==> config.mk <==
export PLATFORM = sky130hd
export DESIGN_NAME = game_ctrl
export DESIGN_NICKNAME = d
export VERILOG_FILES = /design/src/rtl/game_ctrl_pkg.sv /design/src/rtl/game_ctrl_btn_debounce.sv /design/src/rtl/game_ctrl.sv
export SDC_FILE = /design/constraint.sdc
export NUM_CORES = 1
export LEC_CHECK = 0
export BUFFER_PORTS_ARGS = -buffer_cell sky130_fd_sc_hd__buf_2
export CAP_MARGIN = 20
export CORE_MARGIN = 4
export CORE_UTILIZATION = 40
export DETAILED_ROUTE_END_ITERATION = 8
export GPL_TIMING_DRIVEN = 0
export MAX_ROUTING_LAYER = met4
export SYNTH_ARGS = -nofsm -noshare
export SYNTH_HDL_FRONTEND = slang
export SYNTH_HIERARCHICAL = 1
export SYNTH_SLANG_ARGS = --single-unit
==> constraint.sdc <==
create_clock -name clk -period 2.3 [get_ports clk]
set_input_delay 0 -clock clk [delete_from_list [all_inputs] [get_ports clk]]
set_output_delay 0 -clock clk [all_outputs]
set_load 0.02 [all_outputs]
==> src/rtl/game_ctrl_pkg.sv <==
// Shared game-controller definitions: state encodings, default timing
// parameters and the saturating BCD score increment.
package game_ctrl_pkg;

  typedef enum logic [1:0] {
    ST_IDLE  = 2'd0,
    ST_READY = 2'd1,
    ST_PLAY  = 2'd2,
    ST_OVER  = 2'd3
  } game_state_e;

  localparam int TICK_DIV_DEF   = 32;
  localparam int DB_CYCLES_DEF  = 1024;
  localparam int HOLD_TICKS_DEF = 64;

  // Two-digit BCD increment that sticks at 99.
  function automatic logic [7:0] bcd_inc_sat(input logic [7:0] v);
    logic [7:0] r;
    if (v == 8'h99)
      r = v;
    else if (v[3:0] == 4'd9)
      r = {v[7:4] + 4'd1, 4'd0};
    else
      r = {v[7:4], v[3:0] + 4'd1};
    return r;
  endfunction

endpackage

==> src/rtl/game_ctrl_btn_debounce.sv <==
// Button conditioner: 2-flop synchroniser, counter debouncer and a
// one-clk press pulse on each debounced rising edge.
module btn_debounce
  import game_ctrl_pkg::*;
#(
  parameter int DB_CYCLES = DB_CYCLES_DEF
) (
  input  logic clk,
  input  logic rst,
  input  logic btn_raw,
  output logic level,
  output logic press
);

  localparam int CW = $clog2(DB_CYCLES + 1);

  logic          sync1_q, sync1_d;
  logic          sync2_q, sync2_d;
  logic          level_q, level_d;
  logic          press_q, press_d;
  logic [CW-1:0] cnt_q, cnt_d;

  always_comb begin
    sync1_d = btn_raw;
    sync2_d = sync1_q;
    level_d = level_q;
    cnt_d   = '0;
    // Any sample matching the current level restarts the run count.
    if (sync2_q != level_q) begin
      if (cnt_q == CW'(DB_CYCLES - 1)) begin
        level_d = sync2_q;
      end else begin
        cnt_d = cnt_q + CW'(1);
      end
    end
    press_d = level_d & ~level_q;
  end

  always_ff @(posedge clk or negedge rst) begin
    if (!rst) begin
      sync1_q <= 1'b0;
      sync2_q <= 1'b0;
      level_q <= 1'b0;
      press_q <= 1'b0;
      cnt_q   <= '0;
    end else begin
      sync1_q <= sync1_d;
      sync2_q <= sync2_d;
      level_q <= level_d;
      press_q <= press_d;
      cnt_q   <= cnt_d;
    end
  end

  assign level = level_q;
  assign press = press_q;

endmodule

==> src/rtl/game_ctrl.sv <==
// Game sequencer: IDLE/READY/PLAY/OVER flow, game tick divider, BCD score
// and best-score tracking.
module game_ctrl
  import game_ctrl_pkg::*;
#(
  parameter int TICK_DIV   = TICK_DIV_DEF,
  parameter int DB_CYCLES  = DB_CYCLES_DEF,
  parameter int HOLD_TICKS = HOLD_TICKS_DEF
) (
  input  logic               clk,
  input  logic               rst,
  input  logic               btn_start,
  input  logic               btn_jump,
  input  logic               collide,
  input  logic               pipe_passed,
  input  logic signed [10:0] y_coord,
  output logic [1:0]         state,
  output logic               enable,
  output logic               jump,
  output logic               game_tick,
  output logic [7:0]         score,
  output logic [7:0]         best
);

  localparam int TW = (TICK_DIV > 1) ? $clog2(TICK_DIV) : 1;
  localparam int HW = $clog2(HOLD_TICKS + 1);

  logic start_level_unused, start_press;
  logic jump_level, jump_press;

  btn_debounce #(.DB_CYCLES(DB_CYCLES)) u_db_start (
    .clk(clk), .rst(rst), .btn_raw(btn_start),
    .level(start_level_unused), .press(start_press)
  );

  btn_debounce #(.DB_CYCLES(DB_CYCLES)) u_db_jump (
    .clk(clk), .rst(rst), .btn_raw(btn_jump),
    .level(jump_level), .press(jump_press)
  );

  game_state_e   state_q, state_d;
  logic          enable_q, enable_d;
  logic          game_tick_q, game_tick_d;
  logic [TW-1:0] tick_cnt_q, tick_cnt_d;
  logic [HW-1:0] hold_q, hold_d;
  logic [7:0]    score_q, score_d;
  logic [7:0]    best_q, best_d;
  logic          game_end;

  always_comb begin
    tick_cnt_d  = (tick_cnt_q == TW'(TICK_DIV - 1)) ? '0 : tick_cnt_q + TW'(1);
    game_tick_d = (tick_cnt_q == TW'(TICK_DIV - 1));
    state_d     = state_q;
    hold_d      = hold_q;
    score_d     = score_q;
    best_d      = best_q;
    // A run-ending tick also swallows a coincident pipe_passed.
    game_end = game_tick_q && (collide || (y_coord <= 11'sd0));

    case (state_q)
      ST_IDLE: begin
        if (start_press) begin
          state_d = ST_READY;
          score_d = 8'h00;
        end
      end
      ST_READY: begin
        if (jump_press) state_d = ST_PLAY;
      end
      ST_PLAY: begin
        if (game_end) begin
          state_d = ST_OVER;
          hold_d  = HW'(HOLD_TICKS);
          if (score_q > best_q) best_d = score_q;
        end else if (pipe_passed) begin
          score_d = bcd_inc_sat(score_q);
        end
      end
      ST_OVER: begin
        if (game_tick_q && (hold_q != '0)) hold_d = hold_q - HW'(1);
        if (start_press && (hold_q == '0)) begin
          state_d = ST_READY;
          score_d = 8'h00;
        end
      end
      default: state_d = ST_IDLE;
    endcase

    enable_d = (state_d == ST_PLAY);
  end

  always_ff @(posedge clk or negedge rst) begin
    if (!rst) begin
      state_q     <= ST_IDLE;
      enable_q    <= 1'b0;
      game_tick_q <= 1'b0;
      tick_cnt_q  <= '0;
      hold_q      <= '0;
      score_q     <= 8'h00;
      best_q      <= 8'h00;
    end else begin
      state_q     <= state_d;
      enable_q    <= enable_d;
      game_tick_q <= game_tick_d;
      tick_cnt_q  <= tick_cnt_d;
      hold_q      <= hold_d;
      score_q     <= score_d;
      best_q      <= best_d;
    end
  end

  assign state     = state_q;
  assign enable    = enable_q;
  assign jump      = jump_level & enable_q;
  assign game_tick = game_tick_q;
  assign score     = score_q;
  assign best      = best_q;

endmodule

==> results.yml <==
run_status:
  outcome: "complete, no violations"
drt:
  drtPass1Iterations: 4
  route.detailed.drc: 0
  ant_nets: 0
  drt_iter0_drc: 48
  wl_um: 5920
  vias_per_cell: 5.12
  via_count: 2279
  avgRoutedWirePerCell_um: 13.3
clock_tree:
  cts_buffers: 9
  clk_latency_ns: 0.32
  clk_pin_slew_ns: 0.07
  htree_levels: 3
  clk_path_buf_depth: 2
  clockRootBuffer: "clkbuf_8"
  clkSinkCount: 62
  cts_tree: "yes"
global_route:
  overflow: 0
  antenna_found_initial: 0
  grt_max_degree: 63
  grt_util_all_layers: 0.148
  first_global_vias: 2227
  grt_pass1_wl_um: 10300
pwr:
  netSwitchingFraction: 0.219
  seq_power_share: 0.530
  p_int_uw: 1660
  power.density_nw_per_um2: 588
  pwr-share-comb: 0.038
  vdd_ir_drop_max_mv: 0.297
  leakagePower_uw: 0.00168
  power.switching_uw: 463
  p_clk_frac: 0.432
sta:
  relSlewSlack: 0.469
  finalSetupTns_ns: 0
  hold_viol: 0
  slew_viol_final: 0
  final.period_utilization: 0.912
  finalWorstSetupSlack_ns: 0.202
  max_slew.worst_pin.slew_ns: 0.796
  min_period_ns: 2.10
  fmax_ghz: 0.477
  hold_ws_ns: 0.151
  fin_skew_ns: 0.00536
  grt_setup_unrepaired: "no"
  setup_viol: 0
critical_path:
  cp.required_ns: 2.51
  slowest_delay_ns: 0.45
  r2r_start: "score[2]$_DFFE_PN0P_"
  setup.worst_path.end: "best[4]$_DFFE_PN0P_"
  ff2ff_setup_slack_ns: 0.20
  reg2reg_depth: 6
  cpMostUsedCell: "a21oi_1"
  cp.arrival_ns: 2.30
  timing.critical_path.from: "score[2]$_DFFE_PN0P_"
  regToRegEndpoint: "best[4]$_DFFE_PN0P_"
  worstPathCellList: "ha_1 > a21o_1 > a21oi_1 > a21oi_1 > o221ai_4 > mux2_2"
  crit_path_start_kind: "flop"
  path_max_fanout: 8
  slowest_stage: "dfrtp_1"
  critical_path_class: "reg2reg"
  worstSetupEndpointType: "flop"
yosys:
  netlist_area_um2: 3060
  synth_top_family_by_area: "simple AND/OR/NAND/NOR gates"
  ys_ff_latch: 62
  synth_xor_area_frac: 0.0486
  synth_area_per_cell_um2: 10.5
  netlist_instances: 291
  synth-simple-area-share: 0.181
  synth-edff-count: 0
  synth_ff_type: "dfrtp_1"
  syn-num-nets: 326
  ys_seq_area_frac: 0.506
  synthMuxAreaShare: 0.0355
  async_reset_ff_frac: 1.00
  synthAdderAreaFrac: 0.0735
  synth-compound-area-share: 0.126
  ys_warn_count: 6
  synth.distinct_cells: 46
die:
  die_area_um2: 9130
  fp.dieH_um: 95.5
  initial_core_util: 0.418
  pin_count: 38
  rows: 31
  core_um2: 7330
  die_w_um: 95.5
layout:
  final_layout_size_suffix_gt1_frac: 0.211
  design_area_um2: 3600
  nets: 377
  multiInputGateArea_um2: 1440
  mostFrequentLayoutCells: "dfrtp_1 (62), buf_2 (37), nor2_1 (29)"
  fillers: 661
  area_delta_synth_final_pct: 17.6
  final_common_cell: "dfrtp_1"
  diodes: 0
  seq_area_um2: 1550
worst_hold_path:
  min-delay-path-class: "in2reg"
place:
  dp_hpwl_um: 4140
  place_congestion: 0.828
  io_buffers: 37
  dpl_worst_slack_ns: 0.122
  placed_cell_area_um2: 3380
flow_run:
  maxCapViolCount: 0
logic make-up after synthesis:
kind of cell | after synthesis
compound gates | 58
xor+xnor | 17
fa+ha+maj | 18
buf+inv | 21
flops | 62
mux | 10
simple gates | 105
power groups by stage:
stage	sequential (µW)	combinational (µW)	clock [µW]
after CTS	1120	83.0	969
after floorplan	1140	35.2	0
final	1120	80.3	916
after global routing	1120	94.9	1020
after global placement	1140	77.9	0
after detailed placement	1140	78.6	0
cell usage after synthesis (2+ instances only):
cell type / instances / area (µm²)
nand4_1: 7 / 43.8
o31ai_1: 6 / 45.0
nor3_1: 2 / 10.0
nor2_1: 29 / 109
nand2_1: 19 / 71.3
o31ai_2: 3 / 37.5
nand4_2: 2 / 25.0
and3_1: 2 / 12.5
xnor2_1: 8 / 70.1
or4_1: 4 / 30.0
a21o_1: 3 / 22.5
or2_1: 2 / 12.5
nand2b_1: 3 / 18.8
mux2i_1: 3 / 30.0
o21ai_0: 16 / 80.1
and3b_1: 3 / 26.3
nand3_1: 14 / 70.1
or3_1: 6 / 37.5
inv_1: 17 / 63.8
o22a_1: 3 / 26.3
nand4b_1: 2 / 17.5
a21oi_1: 17 / 85.1
ha_1: 18 / 225
dfrtp_1: 62 / 1550
or3_2: 2 / 15.0
o22ai_1: 2 / 12.5
mux2_2: 7 / 78.8
nor4_1: 3 / 18.8
xor2_1: 9 / 78.8
how the worst min path moves through the flow:
stage	cells after the start	to	from	slack (ns)
finish	4	score[2]$_DFFE_PN0P_	pipe_passed	0.15
global route	4	score[2]$_DFFE_PN0P_	pipe_passed	0.16
CTS	4	score[2]$_DFFE_PN0P_	pipe_passed	0.12
detailed placement	1	u_db_start/sync1_q$_DFF_PN0_	btn_start	0.11
global placement	1	u_db_start/sync1_q$_DFF_PN0_	btn_start	0.11
floorplan	0	best[0]$_DFFE_PN0P_	rst	-0.30
metrics by stage:
stage,instances,power [µW],util
after floorplan,291,1180,-
after global placement,427,1220,0.460
after detailed placement,427,1220,0.460
after CTS,445,2170,0.490
after global routing,445,2240,0.492
final,445,2120,0.492
layout make-up:
class                           count  share of cell area
Multi-Input combinational cell    208               0.398
Buffer                              4             0.00694
Tap cell                           99              0.0344
Timing Repair Buffer               40              0.0604
Sequential cell                    62               0.430
Inverter                           17              0.0177
Clock buffer                       10              0.0382
Clock inverter                      5              0.0139
worst max-delay path: cells and delay by family, from the launching register on:
family,cells,cell delay [ns]
AOI/OAI and AO/OA,4,0.78
DFF,1,0.45
adders and majority gates,1,0.36
muxes,1,0.39
per-layer routing:
metal	vias to the layer above	track usage	part of all wire
met5	-	-	0
met4	0	0.0403	0.0088
met3	9	0.0521	0.056
met2	48	0.229	0.47
met1	1082	0.185	0.47
li1	1140	-	-
repair_timing:
action / 4_1_cts / 5_1_grt
endpoints found under the hold margin: 64 / 0
endpoints found under the setup margin: 0 / 1
hold buffers: 3 / 0
buffers inserted: 0 / 0
gates resized for setup: 0 / 1
registers in the layout, summed over array words and instances (netlist names), 2 cells and up:
name              cells
best                  8
hold_q                7
score                 8
state                 2
tick_cnt_q            5
u_db_jump/cnt_q      11
u_db_start/cnt_q     11
Power figures use the tool's default switching activity.
